==> src/rtl/lu_pkg.sv <==
// Shared types for the 3x3 LU solver: FSM states, Q16.16 widths,
// micro-step table and seven-segment codes.
package lu_pkg;

  localparam int QW = 32;
  localparam int QF = 16;

  typedef enum logic [2:0] {
    IDLE, LU, FWD, BACK, DONE
  } state_t;

  typedef enum logic [2:0] {
    PH_M1, PH_M2, PH_DS, PH_DW, PH_WR
  } phase_t;

  // r = c - p1*q1 - p2*q2, optionally divided by d
  typedef struct packed {
    logic [4:0] c;
    logic [4:0] p1;
    logic [4:0] q1;
    logic [4:0] p2;
    logic [4:0] q2;
    logic [4:0] d;
    logic [1:0] nmul;
    logic       div;
  } uop_t;

  localparam logic [6:0] SEG_0 = 7'b0000001;
  localparam logic [6:0] SEG_1 = 7'b1001111;
  localparam logic [6:0] SEG_2 = 7'b0010010;
  localparam logic [6:0] SEG_3 = 7'b0000110;
  localparam logic [6:0] SEG_4 = 7'b1001100;
  localparam logic [6:0] SEG_5 = 7'b0100100;
  localparam logic [6:0] SEG_6 = 7'b0100000;
  localparam logic [6:0] SEG_7 = 7'b0001111;
  localparam logic [6:0] SEG_8 = 7'b0000000;
  localparam logic [6:0] SEG_9 = 7'b0001100;
  localparam logic [6:0] SEG_F = 7'b0111000;
  localparam logic [6:0] SEG_MINUS = 7'b1111110;
  localparam logic [6:0] SEG_BLANK = 7'b1111111;

  function automatic uop_t mk(
    input int c, input int p1, input int q1,
    input int p2, input int q2, input int d,
    input int nm, input int dv
  );
    uop_t u;
    u.c    = 5'(c);
    u.p1   = 5'(p1);
    u.q1   = 5'(q1);
    u.p2   = 5'(p2);
    u.q2   = 5'(q2);
    u.d    = 5'(d);
    u.nmul = 2'(nm);
    u.div  = 1'(dv);
    return u;
  endfunction

  // operand index: 0-8 a11..a33, 9-11 b1..b3, 12+k working reg k
  function automatic uop_t uop(input logic [3:0] s);
    case (s)
      4'd0:    return mk(3, 0, 0, 0, 0, 0, 0, 1);
      4'd1:    return mk(6, 0, 0, 0, 0, 0, 0, 1);
      4'd2:    return mk(4, 12, 1, 0, 0, 0, 1, 0);
      4'd3:    return mk(5, 12, 2, 0, 0, 0, 1, 0);
      4'd4:    return mk(7, 13, 1, 0, 0, 14, 1, 1);
      4'd5:    return mk(8, 13, 2, 16, 15, 0, 2, 0);
      4'd6:    return mk(10, 12, 9, 0, 0, 0, 1, 0);
      4'd7:    return mk(11, 13, 9, 16, 18, 0, 2, 0);
      4'd8:    return mk(19, 0, 0, 0, 0, 17, 0, 1);
      4'd9:    return mk(18, 15, 20, 0, 0, 14, 1, 1);
      4'd10:   return mk(9, 1, 21, 2, 20, 0, 2, 1);
      default: return mk(0, 0, 0, 0, 0, 0, 0, 0);
    endcase
  endfunction

  function automatic logic [6:0] seg_digit(input logic [3:0] d);
    case (d)
      4'd0:    return SEG_0;
      4'd1:    return SEG_1;
      4'd2:    return SEG_2;
      4'd3:    return SEG_3;
      4'd4:    return SEG_4;
      4'd5:    return SEG_5;
      4'd6:    return SEG_6;
      4'd7:    return SEG_7;
      4'd8:    return SEG_8;
      4'd9:    return SEG_9;
      default: return SEG_F;
    endcase
  endfunction

  function automatic logic [3:0] dec_digit(
    input logic [13:0] v, input logic [1:0] pos
  );
    logic [13:0] t;
    case (pos)
      2'd0:    t = v;
      2'd1:    t = v / 14'd10;
      2'd2:    t = v / 14'd100;
      default: t = v / 14'd1000;
    endcase
    return 4'(t % 14'd10);
  endfunction

endpackage

==> src/rtl/lu_fixed_divider.sv <==
// Signed sequential Q16.16 divider: (num<<16)/den, truncated toward
// zero, one quotient bit per cycle, 49 cycles from start to done.
module lu_fixed_divider
  import lu_pkg::*;
(
  input  logic          clk,
  input  logic          rst_n,
  input  logic          start,
  input  logic [QW-1:0] num,
  input  logic [QW-1:0] den,
  output logic          done,
  output logic          dbz,
  output logic          ovf,
  output logic [QW-1:0] quo
);

  logic          run;
  logic          neg;
  logic [5:0]    cnt;
  logic [31:0]   rem;
  logic [47:0]   q;
  logic [31:0]   dm;
  logic [31:0]   nmag;
  logic [31:0]   dmag;
  logic [32:0]   sh;
  logic [32:0]   rn;
  logic          ge;
  logic [47:0]   qn;
  logic          qovf;
  logic [31:0]   qs;
  logic          unused_bits;

  always_comb begin
    nmag = num[31] ? -num : num;
    dmag = den[31] ? -den : den;
    sh   = {rem, q[47]};
    ge   = sh >= {1'b0, dm};
    rn   = ge ? sh - {1'b0, dm} : sh;
    qn   = {q[46:0], ge};
    qovf = neg ? (qn > 48'h0000_8000_0000)
               : (qn > 48'h0000_7FFF_FFFF);
    qs   = neg ? -qn[31:0] : qn[31:0];
  end

  assign unused_bits = rn[32];

  always_ff @(posedge clk or negedge rst_n) begin
    if (!rst_n) begin
      run  <= 1'b0;
      neg  <= 1'b0;
      cnt  <= '0;
      rem  <= '0;
      q    <= '0;
      dm   <= '0;
      done <= 1'b0;
      dbz  <= 1'b0;
      ovf  <= 1'b0;
      quo  <= '0;
    end else begin
      done <= 1'b0;
      if (start) begin
        if (den == '0) begin
          done <= 1'b1;
          dbz  <= 1'b1;
          ovf  <= 1'b0;
          quo  <= '0;
          run  <= 1'b0;
        end else begin
          dbz <= 1'b0;
          run <= 1'b1;
          cnt <= 6'd48;
          rem <= '0;
          q   <= {nmag, 16'h0000};
          dm  <= dmag;
          neg <= num[31] ^ den[31];
        end
      end else if (run) begin
        rem <= rn[31:0];
        q   <= qn;
        cnt <= cnt - 6'd1;
        if (cnt == 6'd1) begin
          run  <= 1'b0;
          done <= 1'b1;
          ovf  <= qovf;
          quo  <= qs;
        end
      end
    end
  end

endmodule

==> src/rtl/main_3_vari_equation_solver.sv <==
// 3x3 Doolittle LU solver in Q16.16 with seven-segment readout.
// SOLVER_ROUND_EN selects rounded instead of truncated fraction digits.
module main_3_vari_equation_solver
  import lu_pkg::*;
#(
  parameter logic [287:0] A_INIT = {
    32'h0002_0000, 32'h0001_0000, 32'h0001_0000,
    32'h0004_0000, 32'hFFFA_0000, 32'h0000_0000,
    32'hFFFE_0000, 32'h0007_0000, 32'h0002_0000
  },
  parameter logic [95:0] B_INIT = {
    32'h0005_0000, 32'hFFFE_0000, 32'h0009_0000
  }
) (
  input  logic       clk,
  input  logic       rst,
  input  logic       LU_en,
  input  logic [4:0] disp_control,
  output logic       LU_done,
  output logic       LU_error_ovf,
  output logic       LU_error_dbz,
  output logic       LU_error_FSM,
  output logic       test,
  output logic [6:0] seg7_neg_sign,
  output logic [6:0] seg7_thousand,
  output logic [6:0] seg7_hundred,
  output logic [6:0] seg7_ten,
  output logic [6:0] seg7_one,
  output logic [6:0] seg7_tenth,
  output logic [6:0] seg7_centi,
  output logic [6:0] seg7_milli,
  output logic [6:0] seg7_tenth_milli
);

`ifdef SOLVER_ROUND_EN
  localparam logic [29:0] RND = 30'd32768;
`else
  localparam logic [29:0] RND = 30'd0;
`endif

  state_t             state;
  phase_t             ph;
  logic [3:0]         step;
  logic [QW-1:0]      acc;
  logic [QW-1:0]      w [11];
  logic [QW-1:0]      rf [32];
  logic               ovf_r;
  uop_t               op;
  logic               busy;
  logic               wr_en;
  logic [QW-1:0]      wr_val;
  logic [QW-1:0]      ma;
  logic [QW-1:0]      mb;
  logic signed [63:0] prod;
  logic [QW-1:0]      mres;
  logic               movf;
  logic [QW-1:0]      sub_a;
  logic [32:0]        diff;
  logic               sovf;
  logic               dv_start;
  logic               dv_done;
  logic               dv_dbz;
  logic               dv_ovf;
  logic [QW-1:0]      dv_q;

  always_comb begin
    for (int i = 0; i < 32; i++) rf[i] = '0;
    for (int i = 0; i < 9; i++) rf[i] = A_INIT[287-32*i -: 32];
    for (int i = 0; i < 3; i++) rf[9+i] = B_INIT[95-32*i -: 32];
    for (int i = 0; i < 11; i++) rf[12+i] = w[i];
  end

  // the single shared multiplier and its accumulate/subtract path
  always_comb begin
    op    = uop(step);
    busy  = (state == LU) || (state == FWD) || (state == BACK);
    ma    = (ph == PH_M2) ? rf[op.p2] : rf[op.p1];
    mb    = (ph == PH_M2) ? rf[op.q2] : rf[op.q1];
    prod  = $signed(ma) * $signed(mb);
    mres  = prod[47:16];
    movf  = !((&prod[63:47]) || !(|prod[63:47]));
    sub_a = (ph == PH_M1) ? rf[op.c] : acc;
    diff  = {sub_a[31], sub_a} - {mres[31], mres};
    sovf  = diff[32] ^ diff[31];
    wr_en = busy && ((ph == PH_WR) ||
            (ph == PH_DW && dv_done && !dv_dbz));
    wr_val   = (ph == PH_WR) ? acc : dv_q;
    dv_start = busy && (ph == PH_DS);
  end

  lu_fixed_divider u_div (
    .clk   (clk),
    .rst_n (rst),
    .start (dv_start),
    .num   (acc),
    .den   (rf[op.d]),
    .done  (dv_done),
    .dbz   (dv_dbz),
    .ovf   (dv_ovf),
    .quo   (dv_q)
  );

  always_ff @(posedge clk or negedge rst) begin
    if (!rst) begin
      state        <= IDLE;
      ph           <= PH_M1;
      step         <= '0;
      acc          <= '0;
      ovf_r        <= 1'b0;
      LU_done      <= 1'b0;
      LU_error_dbz <= 1'b0;
      LU_error_FSM <= 1'b0;
      test         <= 1'b0;
      for (int i = 0; i < 11; i++) w[i] <= '0;
    end else begin
      unique case (state)
        IDLE: begin
          if (LU_en) begin
            state        <= LU;
            ph           <= PH_M1;
            step         <= '0;
            ovf_r        <= 1'b0;
            LU_error_dbz <= 1'b0;
            LU_error_FSM <= 1'b0;
            test         <= 1'b1;
          end
        end
        LU, FWD, BACK: begin
          if (wr_en) begin
            w[step] <= wr_val;
            step    <= step + 4'd1;
            ph      <= PH_M1;
            if (ph == PH_DW) ovf_r <= ovf_r | dv_ovf;
            if (step == 4'd5) state <= FWD;
            else if (step == 4'd7) state <= BACK;
            else if (step == 4'd10) begin
              state   <= DONE;
              LU_done <= 1'b1;
              test    <= 1'b0;
            end
          end else begin
            unique case (ph)
              PH_M1: begin
                acc <= (op.nmul != 2'd0) ? diff[31:0] : sub_a;
                if (op.nmul != 2'd0) ovf_r <= ovf_r | movf | sovf;
                ph <= (op.nmul == 2'd2) ? PH_M2 :
                      op.div ? PH_DS : PH_WR;
              end
              PH_M2: begin
                acc   <= diff[31:0];
                ovf_r <= ovf_r | movf | sovf;
                ph    <= op.div ? PH_DS : PH_WR;
              end
              PH_DS: ph <= PH_DW;
              PH_DW: begin
                if (dv_done && dv_dbz) begin
                  LU_error_dbz <= 1'b1;
                  state        <= DONE;
                  LU_done      <= 1'b1;
                  test         <= 1'b0;
                  for (int i = 0; i < 11; i++) w[i] <= '0;
                end
              end
              default: ph <= PH_M1;
            endcase
          end
        end
        DONE: begin
          if (!LU_en) begin
            state   <= IDLE;
            LU_done <= 1'b0;
          end
        end
        default: begin
          LU_error_FSM <= 1'b1;
          state        <= DONE;
          LU_done      <= 1'b1;
          test         <= 1'b0;
        end
      endcase
    end
  end

  logic [QW-1:0] xs;
  logic [QW-1:0] mag;
  logic [29:0]   fp;
  logic [13:0]   frac;
  logic [13:0]   fr;
  logic [16:0]   ival;
  logic [13:0]   iv;
  logic [13:0]   fv;
  logic          dovf;
  logic          tmode;
  logic          unused_bits;

  always_comb begin
    tmode = disp_control[1:0] == 2'b11;
    unique case (disp_control[1:0])
      2'b00:   xs = w[10];
      2'b01:   xs = w[9];
      default: xs = w[8];
    endcase
    mag  = xs[31] ? -xs : xs;
    fp   = 30'(mag[15:0]) * 30'd10000 + RND;
    frac = fp[29:16];
    // a rounded fraction of exactly 1.0000 carries into the integer
    ival = {1'b0, mag[31:16]} + 17'(frac == 14'd10000);
    fr   = (frac == 14'd10000) ? 14'd0 : frac;
    dovf = ival > 17'd9999;
    iv   = dovf ? 14'd9999 : ival[13:0];
    fv   = dovf ? 14'd9999 : fr;
  end

  assign unused_bits = ^{disp_control[4:2], prod[15:0], fp[15:0]};

  assign LU_error_ovf = ovf_r | (dovf & ~tmode);

  assign seg7_neg_sign = (!tmode && xs[31]) ? SEG_MINUS : SEG_BLANK;
  assign seg7_thousand =
    tmode ? SEG_F : seg_digit(dec_digit(iv, 2'd3));
  assign seg7_hundred =
    tmode ? SEG_F : seg_digit(dec_digit(iv, 2'd2));
  assign seg7_ten =
    tmode ? SEG_F : seg_digit(dec_digit(iv, 2'd1));
  assign seg7_one =
    tmode ? SEG_F : seg_digit(dec_digit(iv, 2'd0));
  assign seg7_tenth =
    tmode ? SEG_F : seg_digit(dec_digit(fv, 2'd3));
  assign seg7_centi =
    tmode ? SEG_F : seg_digit(dec_digit(fv, 2'd2));
  assign seg7_milli =
    tmode ? SEG_F : seg_digit(dec_digit(fv, 2'd1));
  assign seg7_tenth_milli =
    tmode ? SEG_F : seg_digit(dec_digit(fv, 2'd0));

endmodule

==> config.mk <==
export PLATFORM = sky130hd
export DESIGN_NAME = main_3_vari_equation_solver
export DESIGN_NICKNAME = d
export VERILOG_FILES = /design/src/rtl/lu_pkg.sv /design/src/rtl/lu_fixed_divider.sv /design/src/rtl/main_3_vari_equation_solver.sv
export SDC_FILE = /design/constraint.sdc
export NUM_CORES = 2
export LEC_CHECK = 0
export ABC_AREA = 1
export CAP_MARGIN = 20
export CORE_MARGIN = 2
export CORE_UTILIZATION = 67
export DETAILED_ROUTE_END_ITERATION = 7
export HOLD_SLACK_MARGIN = 0.06
export PLACE_DENSITY = 0.95
export SLEW_MARGIN = 20
export SYNTH_ARGS = -nofsm -noshare
export SYNTH_HDL_FRONTEND = slang
export SYNTH_SLANG_ARGS = --single-unit
==> constraint.sdc <==
create_clock -name clk -period 18.8 [get_ports clk]
set_input_delay 2.82 -clock clk [delete_from_list [all_inputs] [get_ports clk]]
set_output_delay 2.82 -clock clk [all_outputs]
set_load 0.02 [all_outputs]
==> metrics <==
status=complete, but fails checks; failing checks=DRC; clock buffer depth=3; Hold/Removal Path Class=flip-flop to flip-flop; Nets=12,600; worst path required time=15,980 ps; Starting Density=67.3%; final hold vios=0; Worst-Margin Slew=1230 ps; placed cell areas=87,200 um2; Main synth FF type=dfrtp_1; IO Port Bufs=66; Async S/R FF share, synth=100%; Die X-Extent=351 um; Yosys top cell area share=27.6%; number of CTS-inserted buffers=53; Seq/Total Area, Yosys=17.2%; Design Area, Final=90,900 um2; Slew HR=17.4%; Mapped Area=80,600 um2; CP max stage delay=520 ps; cts hold-fix bufs=0; pre-CTS setup slack=-837 ps; Synth area leaders=fa_1, dfrtp_1, inv_1; vias in the first global route=81,000; clock skew=67.8 ps; root buf cell=clkbuf_16; pwr/cell area=178 nW/um2; Post-synth EDFFs=0; crit-path max FO=7; Leak=48.0 nW; Die Y=351 um; Post-DRT Antenna Nets=0; adder-cell share of the synthesized area=33.8%; post-synth cell types=86; Tot Pwr=16.2 mW; layout cells sized above 1=14.5%; total number of vias=78,700; FF+latch area=13,900 um2; DPL Wire Length=215,000 um; xor and xnor area share after synthesis=2.58%; critical path class=input port to output port; DRC=28; via/cell ratio=6.18; antenna violations before repair=18; total wire length=285,000 um; startpoint types=input port; Final period util=96.8%; H-tree levels=2; CP bufs+invs=26; Avg Inst Size Synth=7.58 um2; Levels on crit path=98; Setup Viol. Count Final=0; Yosys reg bits=554; area leader, netlist=fa_1; warning count from the yosys run=0; final RePlAce weighted congestion=1.00; Peak Freq=0.0549 GHz; Final min period=18,200 ps; largest net degree at the start of global routing=190; first-pass GRT wire length=441,000 um; main combinational cell family by area after synthesis=adder cells; initial DRC count=10,300; TritonCTS clock tree=built; post-synthesis compound-gate area fraction=12.8%; top-count cell post-synth=inv_1; Area growth, synth to finish=12.8%; fin util=76.0%; Mapped Cells=10,600; I/O Pins=76; max capacitance violation total=0; Die ar.=123,000 um2; Slowest cell on crit path=fa_1; clk slew on worst S/H paths=70 ps; maximum vdd drop=0.00147 V; CP Capture Type=output port; PnR worst setup slack=600 ps; Core Footprint=120,000 um2; row cnt=127; post-synthesis simple-gate area fraction=19.3%; depth of the most critical reg-to-reg path=72; TritonRoute pass-1 iters=8; gr usage total=46.7%; Fillers=8,445; CP arrival=15,380 ps; CP delay by family, top=simple AND/OR/NAND/NOR gates; Post-synth top cells=inv_1, nand2_1, fa_1; mux share of post-synthesis cell area=0.0388%; Overflow after GRT=0; # clock sinks=554; critical path's most frequent cell=nand2_1; clk_lat worst skew=670 ps; Multi-input gate area=57,000 um2; max-slew violations=0; Routed WL per cell=22.4 um; worst hold path depth=2
logic make-up (layout without fill, tap and decap cells):
family / after synthesis / after routing
AND/OR/NAND/NOR: 3548 / 3548
buffers and inverters: 3009 / 3485
AO/OA/AOI/OAI: 1773 / 1773
adder cells (fa/ha/maj): 1510 / 1510
flip-flops: 554 / 554
XOR/XNOR: 234 / 234
multiplexers: 3 / 3
other: 1 / 18
repair_timing:
action                                  in CTS  in global routing
pin swaps                                   27                144
setup buffers                               19                 36
gates resized for setup                    123                374
endpoints found under the setup margin      50                 56
registers in the layout (all words and copies together), names as in the netlist, 3 cells and up:
name and count:
rf 352, step 4, acc 32, u_div.cnt 6
ph 3, u_div.q 48, u_div.dm 32, u_div.rem 32
state 3, u_div.quo 32
path summary, 6_finish.rpt:
path | from | endpoint | slack [ps]
max | disp_control[1] | seg7_milli[3] | 600
min | rf[391] | rf[391] | 500
max reg2reg | step[3] | ovf_r | 1530
min reg2reg | rf[391] | rf[391] | 500
max in group asynchronous | rst | rf[336] | 14130
min in group asynchronous | rst | u_div.cnt[2] | 2220
final cells by class:
cell class / instances / share of cell area [%]
tap: 1612 / 2.22
sequential: 554 / 15.3
clock inverter: 23 / 0.292
inverter: 2546 / 10.5
antenna: 12 / 0.0330
multi-input combinational: 7074 / 62.7
clock buffer: 73 / 1.69
timing repair buffer: 843 / 7.28
cells in the final DEF (no fill, tap or decap), types with 371 or more instances in the layout:
cell type and count:
inv_1 2442, nand2_1 2155, fa_1 1110, buf_4 759
o21ai_0 590, dfrtp_1 554, nor2_1 405, a21oi_1 378
ha_1 376, o22ai_1 371
metrics by stage:
| step | cells | hold slack (ps) | TNS [ps] |
|---|---|---|---|
| 3_5_place_dp | 12600 | 474 | -29610 |
| 5_1_grt | 12700 | 515 | -9550 |
| 2_1_floorplan | 10600 | 452 | 0 |
| 3_3_place_gp | 12600 | 465 | -14130 |
| 4_1_cts | 12700 | 491 | 0 |
| 6_report | 12700 | 495 | 0 |
worst register-to-register path, delay by kind of cell (launching register included):
family | cells | cell delay (ps)
compound gates | 27 | 6100
xor+xnor | 2 | 290
fa+ha+maj | 10 | 4680
buf+inv | 23 | 3370
flops | 1 | 480
simple gates | 10 | 2260
where the power goes:
group | switching, mW | leakage, nW | internal (mW)
Clock | 0.516 | 0.882 | 0.626
Combinational | 8.20 | 39.6 | 5.40
Sequential | 0.135 | 7.59 | 1.34
metal layers:
layer	GRT usage [%]	vias up	part of all wire, %
li1	-	33600	-
met1	55.8	37300	34
met2	69.7	5775	43
met3	18.5	1957	14
met4	31.1	22	8.4
met5	1.41	-	0.16
Note: power is estimated with default switching activity, not from simulation.
